## src/rtl/ir_rx_cmd_queue.sv

```systemverilog
// ir_rx_cmd_queue: validates NEC frames and queues address/command pairs in a fall-through FIFO
module ir_rx_cmd_queue #(
   parameter int         FIFO_DEPTH      = 4,
   parameter bit         STRICT_ADDR_INV = 1'b1,
   parameter bit         ADDR_FILTER_EN  = 1'b0,
   parameter logic [7:0] FILTER_ADDR     = 8'h00
) (
   input  logic                          clk,
   input  logic                          rst,
   input  logic                          data_ready,
   input  logic [31:0]                   data_in,
   output logic                          cmd_valid,
   input  logic                          cmd_ready,
   output logic [7:0]                    cmd_addr,
   output logic [7:0]                    cmd_data,
   output logic [$clog2(FIFO_DEPTH):0]   fifo_count,
   output logic [31:0]                   last_frame,
   output logic [15:0]                   good_count,
   output logic                          err_check,
   output logic                          err_overflow
);
   localparam int AW = $clog2(FIFO_DEPTH);
   localparam int CW = AW + 1;
   localparam logic [CW-1:0] DEPTH_C = FIFO_DEPTH[CW-1:0];
   typedef enum logic [1:0] {IDLE, CHECK, COMMIT} state_t;
   state_t state;
   logic dr_q, data_ok, addr_ok, filt_ok, pop, push, full, frame_good, edge_seen;
   logic [31:0] frame_q;
   logic [15:0] mem [FIFO_DEPTH];
   logic [15:0] hold;
   logic [AW-1:0] rd_ptr, wr_ptr;
   always_comb begin
      edge_seen = data_ready && !dr_q;
      full = fifo_count == DEPTH_C;
      pop = cmd_valid && cmd_ready;
      frame_good = state == COMMIT && data_ok && addr_ok && filt_ok;
      push = frame_good && (!full || pop);
   end
   assign cmd_valid = fifo_count != '0;
   assign {cmd_addr, cmd_data} = cmd_valid ? mem[rd_ptr] : hold;
   always_ff @(posedge clk) begin
      if (rst) begin
         state <= IDLE;
         dr_q <= 1'b1;
         frame_q <= '0;
         data_ok <= 1'b0;
         addr_ok <= 1'b0;
         filt_ok <= 1'b0;
         rd_ptr <= '0;
         wr_ptr <= '0;
         fifo_count <= '0;
         hold <= '0;
         last_frame <= '0;
         good_count <= '0;
         err_check <= 1'b0;
         err_overflow <= 1'b0;
      end else begin
         dr_q <= data_ready;
         state <= state == IDLE ? (edge_seen ? CHECK : IDLE) : state == CHECK ? COMMIT : IDLE;
         if (state == IDLE && edge_seen) frame_q <= data_in;
         if (state == CHECK) begin
            data_ok <= frame_q[23:16] == ~frame_q[31:24];
            addr_ok <= !STRICT_ADDR_INV || frame_q[7:0] == ~frame_q[15:8];
            filt_ok <= !ADDR_FILTER_EN || frame_q[7:0] == FILTER_ADDR;
         end
         err_check <= state == COMMIT && !(data_ok && addr_ok);
         err_overflow <= frame_good && full && !pop;
         if (pop) begin
            hold <= mem[rd_ptr];
            rd_ptr <= rd_ptr + AW'(1);
         end
         if (push) begin
            wr_ptr <= wr_ptr + AW'(1);
            last_frame <= frame_q;
            good_count <= good_count + 16'd1;
         end
         fifo_count <= fifo_count + CW'(push) - CW'(pop);
      end
   end
   always_ff @(posedge clk)
      if (push) mem[wr_ptr] <= {frame_q[7:0], frame_q[23:16]};
endmodule

```

## config.mk

```make
export PLATFORM = sky130hd
export DESIGN_NAME = ir_rx_cmd_queue
export DESIGN_NICKNAME = d
export VERILOG_FILES = /design/src/rtl/ir_rx_cmd_queue.sv
export SDC_FILE = /design/constraint.sdc
export NUM_CORES = 1
export LEC_CHECK = 0
export CAP_MARGIN = 20
export CORE_AREA = 2 2 158 83
export CTS_CLUSTER_DIAMETER = 200
export DETAILED_ROUTE_END_ITERATION = 16
export DIE_AREA = 0 0 160 85
export GPL_TIMING_DRIVEN = 1
export PLACE_DENSITY_LB_ADDON = 0.3
export SLEW_MARGIN = 20
export SYNTH_ARGS = -nofsm -noshare
export SYNTH_HDL_FRONTEND = slang
export SYNTH_SLANG_ARGS = --single-unit
```

## constraint.sdc

```tcl
create_clock -name clk -period 9.9 [get_ports clk]
set_clock_uncertainty 0.2 [all_clocks]
set_input_delay 2.97 -clock clk [delete_from_list [all_inputs] [get_ports clk]]
set_output_delay 2.97 -clock clk [all_outputs]
set_load 0.02 [all_outputs]
```

==> results of run 1 <==
metrics by stage:
step / cell area (um^2) / instances
after floorplan: 6833 / 629
final: 8558 / 903
after CTS: 8553 / 903
after global placement: 7983 / 871
after global routing: 8558 / 903
after detailed placement: 7983 / 871
Yosys cell counts:
master,instances,share of area (%)
nand2_1,173,9.5
dfxtp_1,113,33
a21oi_1,93,6.8
edfxtp_1,64,28
clkbuf_1,32,1.8
mux2_2,17,2.8
mux4_2,16,5.3
xor2_1,15,1.9
nor2_1,14,0.77
xnor2_1,11,1.4
nand3_1,9,0.66
or3_1,8,0.73
ha_1,7,1.3
o21ai_0,7,0.51
nand4_1,6,0.55
inv_1,5,0.27
and2_1,4,0.37
nor4_1,4,0.37
nor4b_1,3,0.38
or4_1,3,0.33
buf_2,2,0.15
inv_2,2,0.11
nor2b_1,2,0.18
nor3_1,2,0.15
o31ai_1,2,0.22
and3_1,1,0.092
and4_1,1,0.13
buf_1,1,0.055
buf_6,1,0.16
fa_1,1,0.29
nand2b_1,1,0.092
nand3b_1,1,0.11
nand3b_4,1,0.29
nor4b_2,1,0.22
nor4bb_1,1,0.15
o41ai_1,1,0.13
or2_2,1,0.092
or3b_2,1,0.13
or4_4,1,0.16
or4b_2,1,0.15
worst max-delay path by stage:
stage                    end  slack, ps  cells past startpoint
6_report       fifo_count[2]       3780                     12
5_1_grt        fifo_count[2]       3620                     12
4_1_cts          cmd_data[1]       3680                      3
3_5_place_dp   fifo_count[2]       3380                     12
3_3_place_gp   fifo_count[2]       3490                     12
2_1_floorplan  fifo_count[2]       4430                     12
cell families (layout without fill, tap and decap cells):
| logic type | after synthesis | in the layout | synth area share [%] |
|---|---|---|---|
| adders and majority gates | 8 | 8 | 1.575 |
| muxes | 33 | 33 | 8.075 |
| and+or+nand+nor | 239 | 239 | 15.60 |
| buffers and inverters | 43 | 147 | 2.509 |
| DFF | 177 | 177 | 61.23 |
| xor gates and xnor gates | 26 | 26 | 3.333 |
| AOI/OAI and AO/OA | 103 | 103 | 7.673 |
power by group:
part / internal (mW) / switching (mW)
clock network: 0.370 / 0.278
logic: 0.218 / 0.204
registers: 0.782 / 0.0462
total: 1.37 / 0.528
metal layers:
metal | global-route usage, % | up-vias | share of wire [%]
li1 | - | 2360 | -
met1 | 36.89 | 2435 | 46
met2 | 36.72 | 219 | 44
met3 | 6.012 | 25 | 8.1
met4 | 8.518 | 0 | 1.5
met5 | 0 | - | 0
state kept, by name, summed over array words and instances (netlist names), named ones only:
name	cells
good_count	16
err_overflow	1
fifo_count	3
err_check	1
addr_ok	1
last_frame	32
data_ok	1
wr_ptr	2
filt_ok	1
mem	64
frame_q	32
state	2
hold	16
dr_q	1
rd_ptr	2
worst min-delay path, cell delays in order, from the launching register on:
cell and delay (ps):
dfxtp_1 310, nand2_1 50, a21oi_1 50
cell type report:
cell class / instances / area [um^2]
Clock buffer: 21 / 471.7
Clock inverter: 11 / 98.84
Fill cell: 889 / 3706
Inverter: 7 / 26.28
Multi-Input combinational cell: 409 / 2489
Sequential cell: 177 / 4185
Tap cell: 170 / 212.7
Timing Repair Buffer: 108 / 1075
==> flow_metrics.py, run 1 <==
metrics = {
    "synthesis": {
        "yosys_warnings": 0,
        "netlist_area_um2": 6833,
        "ys_ff_latch": 177,
        "yosysSeqAreaShare_pct": 61.23,
        "syn_nets": 673,
        "synth_cells": 629,
        "ys_types": 40,
        "avgSynthCellArea_um2": 10.86,
    },
    "clocking": {
        "cts.sinks": 177,
        "htreeDepth": 4,
        "clkSlewWorstSetupHoldPaths_ps": 60,
        "cts_made_buffers": 17,
        "clockBufferDepth": 2,
        "cts_root_buf": "clkbuf_16",
        "worstSkewPairLatency_ps": 430,
        "cts_tree": "built",
        "postCtsResizedCells": 0,
        "ctsHoldBuffers": 0,
        "postCtsSetupRepairBufs": 0,
    },
    "worst_setup_path": {
        "worstSetupEndpointType": "flop",
        "crit_fanout": 35,
        "startpoint_type": "input port",
        "path_class": "in -> reg",
        "startpoint": "cmd_ready",
        "r2r-start": "fifo_count[1]",
        "critPathTopFamily": "buffers and inverters",
        "reg2reg_slack_ps": 6010,
        "max_stage_delay_ps": 830,
        "reg2reg_to": "fifo_count[2]",
        "critPathRequiredTime_ps": 9980,
        "crit_slowest_cell": "nor4b_2",
        "crit_buf_inv": 4,
        "reg2reg_depth": 11,
        "crit_arrival_ps": 6210,
        "crit_chain": "clkdlybuf4s50_1 -> nor4b_2 -> nor3_2 -> inv_2 -> ha_1 -> inv_1 -> ha_1 -> inv_1 -> fa_1 -> xor2_1 -> xnor2_1 -> nor2_1",
    },
    "sta": {
        "finalHoldViolations": 0,
        "max_freq_mhz": 163.3,
        "hold_ws_ps": 254.3,
        "drv_slew": 0,
        "finalSetupViolCount": 0,
        "max-slew-margin-rel_pct": 33.79,
        "max_slew.worst_pin.slew_ps": 990.6,
        "tns_ps": 0,
        "worst_slack_ps": 3778,
        "grt_setup_unrepaired": "false",
        "layout_min_cycle_time_ps": 6122,
        "finalCritPeriodShare_pct": 61.84,
    },
    "power": {
        "p_per_area_nw_per_um2": 221.8,
        "total_power_mw": 1.898,
        "vdd_ir_drop_max_mv": 0.1445,
        "p_leak_nw": 2.875,
    },
    "detailed_routing": {
        "dr.pass1.iters": 5,
        "wl_per_cell_um": 17.77,
        "vias_per_cell": 5.580,
        "antenna_left": 0,
        "post-route-drc-count": 0,
        "drt_iter0_drc": 518,
        "wl_um": 16040,
        "num_vias": 5039,
    },
    "flow_run": {
        "maxCapViolCount": 0,
    },
    "die": {
        "io_pins": 106,
        "core_area_um2": 12260,
        "initial_core_util_pct": 55.71,
        "die_h_um": 85,
        "die-area_um2": 13600,
        "die_x_um": 160,
        "rows": 29,
    },
    "worst_hold_path": {
        "hold_path.class": "reg -> reg",
        "worstHoldStart": "hold[0]",
        "hold_end": "hold[0]",
        "holdPathStages": 2,
    },
    "finish": {
        "diodes": 0,
        "synthToLayoutAreaGrowth_pct": 25.25,
        "final_common_cell": "nand2_1",
        "layout.nets": 764,
        "drive_gt1_share_pct": 10.64,
        "layout_common_cells": "nand2_1 (173), dfxtp_1 (112), clkdlybuf4s50_1 (104), a21oi_1 (93), edfxtp_1 (64)",
        "utilization_pct": 69.78,
    },
    "place": {
        "port-buffer-count": 105,
        "pre_cts_ws_ps": 3379,
        "gp_congestion": 0.8476,
        "hpwl_um": 10800,
    },
    "global_route": {
        "grt_antenna_before_repair": 0,
        "grt_max_degree": 114,
        "grt_pass1_vias": 4976,
        "track_usage_pct": 25.04,
        "grt_first_pass_wirelength_um": 26250,
        "overflow": 0,
    },
    "status": {
        "status": "complete, no violations",
    },
}
(Power assumes the default switching activity.)
==> inputs of run 2 (changes only) <==
Settings changed: CORE_AREA 2 2 158 83 to 2 2 164 86, DIE_AREA 0 0 160 85 to 0 0 166 88.
Clock period 9.9 ns to 5.75 ns, I/O delays scaled along.
==> run 2 against run 1 <==
Compared with the run above:
- sequential share of layout area hardly changed
- clock-buffer cell count fell by 2
- global-route usage decreased by 1.9 points
- non-clock buffer count increased by 2
- hold slack improved by 1.5 ps
- critical path type is now reg -> out
- largest cell class unchanged
==> flow_metrics.py, run 2 (synthesized netlist as in run 1, its figures left out) <==
metrics = {
    "finish": {
        "top_regs": "mem (64), frame_q (32), last_frame (32)",
        "synthToLayoutAreaGrowth_pct": 25.25,
        "multi_input_area_um2": 2489,
        "largest_register": "mem",
        "diodes": 0,
        "layout.nets": 766,
        "largest_reg_flops": 64,
        "drive_gt1_share_pct": 10.61,
        "layout_common_cells": "nand2_1 (173), dfxtp_1 (113), clkdlybuf4s50_1 (104), a21oi_1 (93), edfxtp_1 (64)",
        "final_common_cell": "nand2_1",
        "utilization_pct": 64.96,
        "fillers": 985,
        "regArea_um2": 4184,
    },
    "clocking": {
        "postCtsSetupRepairBufs": 0,
        "cts_root_buf": "clkbuf_16",
        "htreeDepth": 4,
        "cts.sinks": 177,
        "clkSlewWorstSetupHoldPaths_ps": 70,
        "clockBufferDepth": 2,
        "cts_tree": "built",
        "cts_made_buffers": 17,
        "ctsHoldBuffers": 0,
        "worstSkewPairLatency_ps": 420,
        "postCtsResizedCells": 0,
    },
    "detailed_routing": {
        "antenna_left": 0,
        "dr.pass1.iters": 5,
        "post-route-drc-count": 0,
        "vias_per_cell": 5.453,
        "num_vias": 4968,
        "drt_iter0_drc": 397,
        "wl_um": 16290,
        "wl_per_cell_um": 17.88,
    },
    "worst_setup_path": {
        "crit_arrival_ps": 2600,
        "reg2reg_to": "fifo_count[2]",
        "startpoint_type": "flop",
        "path_class": "reg -> out",
        "r2r-start": "fifo_count[1]",
        "max_stage_delay_ps": 870,
        "crit_slowest_cell": "dfxtp_1",
        "critPathRequiredTime_ps": 3830,
        "reg2reg_slack_ps": 1850,
        "crit_fanout": 16,
        "crit_chain": "mux4_2 -> mux2_2 -> clkdlybuf4s50_1",
        "reg2reg_depth": 11,
        "worstSetupEndpointType": "output pin",
    },
    "status": {
        "status": "complete, no violations",
    },
    "power": {
        "p_leak_nw": 2.866,
        "total_power_mw": 3.263,
        "vdd_ir_drop_max_mv": 0.2600,
        "p_comb_share_pct": 24.0,
        "p_per_area_nw_per_um2": 381.3,
        "power_frac_seq_pct": 43.0,
        "p_switching_mw": 0.9376,
        "swShare_pct": 28.73,
        "power.clock.fraction_pct": 33.0,
        "intPower_mw": 2.326,
    },
    "die": {
        "rows": 30,
        "die-area_um2": 14610,
        "die_x_um": 166,
        "die_h_um": 88,
        "initial_core_util_pct": 51.86,
        "core_area_um2": 13180,
        "io_pins": 106,
    },
    "sta": {
        "finalSetupViolCount": 0,
        "finalCritPeriodShare_pct": 78.67,
        "max_slew.worst_pin.slew_ps": 840.8,
        "grt_setup_unrepaired": "false",
        "layout_min_cycle_time_ps": 4523,
        "max_freq_mhz": 221.1,
        "drv_slew": 0,
        "max-slew-margin-rel_pct": 43.94,
        "finalHoldViolations": 0,
        "hold_ws_ps": 255.8,
        "tns_ps": 0,
    },
    "place": {
        "gp_congestion": 0.8496,
        "port-buffer-count": 105,
        "hpwl_um": 10800,
    },
    "worst_hold_path": {
        "worstHoldStart": "hold[9]",
        "hold_end": "hold[9]",
        "hold_path.class": "reg -> reg",
        "holdPathStages": 2,
    },
    "global_route": {
        "track_usage_pct": 23.12,
        "grt_pass1_vias": 4781,
        "grt_first_pass_wirelength_um": 25810,
        "grt_antenna_before_repair": 0,
        "overflow": 0,
        "grt_max_degree": 114,
    },
    "flow_run": {
        "maxCapViolCount": 0,
    },
}
run 2: changes by cell type in the layout (fill, tap and decap cells not counted), moves of 2 or more:
cell | before | now
inv_6 | 2 | 6
buf_4 | 3 | 5
clkinv_1 | 0 | 2
inv_4 | 4 | 2
run 2: worst max path at each step:
stage | startpoint | to | slack, ps
2_1_floorplan | cmd_ready | fifo_count[2] | 1530
3_3_place_gp | cmd_ready | fifo_count[2] | 1100
3_5_place_dp | cmd_ready | fifo_count[2] | 940
4_1_cts | flop | cmd_data[1] | 1220
5_1_grt | flop | cmd_data[1] | 1140
6_report | flop | cmd_data[1] | 1230
run 2: worst max-delay path: cells and delay by family, from the launching register on:
family   cells  cell delay, ps
buf+inv      1             530
flops        1             870
mux          2             780
run 2: stage by stage:
stage / cells / worst slack, ps / cell area, um^2
floorplan: 629 / 1528 / 6833
global placement: 879 / 1099 / 8005
detailed placement: 879 / 936.3 / 8005
CTS: 911 / 1223 / 8554
global route: 911 / 1142 / 8558
finish: 911 / 1227 / 8558
run 2: metal layers:
layer  wire, um  global-route usage (%)  up-vias  part of all wire, %
li1           -                       -     2367                    -
met1       8052                   34.38     2394                   49
met2       6943                   34.74      194                   43
met3       1127                   4.609       13                  6.9
met4        169                   6.640        0                  1.0
met5          0                       0        -                    0
run 2: layout make-up:
type,count,area share (%)
flip-flops and latches,177,48.89
multi-input cells,409,29.08
repair buffers,110,12.73
clock buffers,19,5.307
well taps,176,2.573
clock inverters,13,1.111
inverters,7,0.3070
run 2: power by group through the flow:
stage / Sequential [mW] / Clock (mW) / Combinational, mW
after floorplan: 1.42 / 0 / 0.500
after global placement: 1.43 / 0 / 0.767
after detailed placement: 1.43 / 0 / 0.785
after CTS: 1.40 / 1.09 / 0.789
after global routing: 1.41 / 1.15 / 0.839
final: 1.40 / 1.08 / 0.783
==> inputs of run 3 (changes only) <==
Settings changed: CORE_AREA 2 2 164 86 to 2 2 172 90, DIE_AREA 0 0 166 88 to 0 0 174 92.
Clock period 5.75 ns to 3.9 ns, I/O delays scaled along.
==> run 3 against run 2 <==
Compared with the run above:
- clock power is 64% higher
- die area increased by 9.6%
- non-clock buffer count is 9 higher
- highest routed layer unchanged
- first-iteration DRC count rose by 13%
==> flow_metrics.py, run 3 (synthesized netlist as in run 1, its figures left out) <==
metrics = {
    "detailed_routing": {
        "antenna_left": 0,
        "drt_iter0_drc": 449,
        "vias_per_cell": 5.208,
        "wl_per_cell_um": 16.50,
        "post-route-drc-count": 0,
        "wl_um": 15640,
        "dr.pass1.iters": 7,
        "num_vias": 4937,
    },
    "global_route": {
        "grt_first_pass_wirelength_um": 25360,
        "overflow": 0,
        "grt_max_degree": 81,
        "grt_antenna_before_repair": 0,
        "grt_pass1_vias": 4882,
        "track_usage_pct": 20.60,
    },
    "worst_setup_path": {
        "crit_fanout": 16,
        "path_class": "reg -> out",
        "crit_chain": "buf_8 -> mux4_2 -> mux2_2 -> clkdlybuf4s50_1",
        "worstSetupEndpointType": "output pin",
        "max_stage_delay_ps": 590,
        "crit_buf_inv": 2,
        "critPathRequiredTime_ps": 2530,
        "crit_arrival_ps": 2400,
        "startpoint_type": "flop",
        "critPathTopFamily": "multiplexers",
        "crit_slowest_cell": "mux4_2",
    },
    "sta": {
        "tns_ps": 0,
        "finalSetupViolCount": 0,
        "max_freq_mhz": 265.3,
        "layout_min_cycle_time_ps": 3769,
        "max_slew.worst_pin.slew_ps": 832.8,
        "drv_slew": 0,
        "finalCritPeriodShare_pct": 96.65,
        "max-slew-margin-rel_pct": 44.48,
        "grt_setup_unrepaired": "false",
        "finalHoldViolations": 0,
    },
    "finish": {
        "layout.nets": 775,
        "largest_register": "mem",
        "drive_gt1_share_pct": 12.10,
        "synthToLayoutAreaGrowth_pct": 28.46,
        "top_regs": "mem (64), frame_q (32), last_frame (32)",
        "utilization_pct": 59.57,
        "layout_common_cells": "nand2_1 (173), dfxtp_1 (113), clkdlybuf4s50_1 (104), a21oi_1 (93), edfxtp_1 (64)",
        "diodes": 0,
        "final_common_cell": "nand2_1",
        "largest_reg_flops": 64,
        "fillers": 1217,
    },
    "clocking": {
        "ctsHoldBuffers": 0,
        "clockBufferDepth": 2,
        "worstSkewPairLatency_ps": 430,
        "cts.sinks": 177,
        "cts_tree": "built",
        "htreeDepth": 4,
        "clkSlewWorstSetupHoldPaths_ps": 70,
        "cts_made_buffers": 17,
        "cts_root_buf": "clkbuf_16",
    },
    "power": {
        "vdd_ir_drop_max_mv": 0.3105,
        "p_per_area_nw_per_um2": 569.6,
        "p_leak_nw": 2.949,
    },
    "die": {
        "die-area_um2": 16010,
        "die_x_um": 174,
        "initial_core_util_pct": 46.37,
        "rows": 32,
        "die_h_um": 92,
        "io_pins": 106,
        "core_area_um2": 14730,
    },
    "worst_hold_path": {
        "hold_path.class": "reg -> reg",
    },
    "status": {
        "status": "complete, no violations",
    },
    "flow_run": {
        "maxCapViolCount": 0,
    },
    "place": {
        "hpwl_um": 10660,
        "port-buffer-count": 105,
        "gp_congestion": 0.8158,
    },
}
-- run 3: changes by cell type in the layout (fill, tap and decap cells not counted), moves of 2 or more --
cell / change
buf_4: +5
inv_6: -5
buf_12: +4
bufinv_16: +3
clkbuf_8: +2
clkinv_1: -2
clkinv_4: -2
clkinvlp_4: +2
-- run 3: cell type report --
type	count	area, um^2	share of cell area (%)
tap	204	255.2	2.908
clock inverter	12	153.9	1.753
timing repair buffer	119	1211	13.80
inverter	7	26.28	0.2994
multi-input combinational	409	2490	28.37
sequential	177	4184	47.67
clock buffer	20	456.7	5.203
-- run 3: where the power goes --
group	switching (mW)	internal, mW	total [mW]	leakage, nW
registers	0.0642	1.99	2.05	1.46
clock network	0.720	1.05	1.77	0.300
logic	0.579	0.600	1.18	1.19
total	1.36	3.64	5.00	2.95
-- run 3: worst reg2reg max path, cell delays in order, from the launching register on --
cell and delay [ps]:
dfxtp_1 330, or3_2 710, nand2_1 200, inv_2 50, ha_1 260, inv_1 50
ha_1 130, inv_1 50, fa_1 370, xor2_1 160, xnor2_1 160, nor2_1 60
-- run 3: what timing repair did --
item / 4_1_cts / 5_1_grt
cloned: 0 / 0
buffers inserted: 0 / 0
pin swaps: 0 / 0
gates resized for setup: 2 / 1
endpoints found under the setup margin: 2 / 1
-- run 3: path summary, 6_finish.rpt --
kind / startpoint / endpoint / slack (ps) / cells past startpoint
max: flop / cmd_data[1] / 130 / 4
min: last_frame[25] / last_frame[25] / 250 / 2
max reg2reg: fifo_count[2] / fifo_count[2] / 1040 / 11
min reg2reg: last_frame[25] / last_frame[25] / 250 / 2
-- run 3: metal layers --
metal / wire, um / GRT usage (%) / up-vias
met5: 0 / 0 / -
met4: 58 / 6.232 / 0
met3: 1311 / 5.224 / 4
met2: 6698 / 29.81 / 158
met1: 7571 / 30.46 / 2383
li1: - / - / 2392
-- run 3: metrics by stage --
| step | total power, mW | std cells | cell area (um^2) | hold slack, ps | worst slack (ps) |
|---|---|---|---|---|---|
| CTS | 5.041 | 948 | 8773 | 256.3 | 68.29 |
| global placement | 3.242 | 916 | 8158 | 238.1 | 298.0 |
| finish | 4.999 | 948 | 8777 | 253.0 | 130.7 |
| detailed placement | 3.269 | 916 | 8158 | 247.2 | 222.3 |
| floorplan | 2.827 | 629 | 6833 | 233.8 | 233.1 |
| global route | 5.223 | 948 | 8777 | 280.7 | 17.81 |
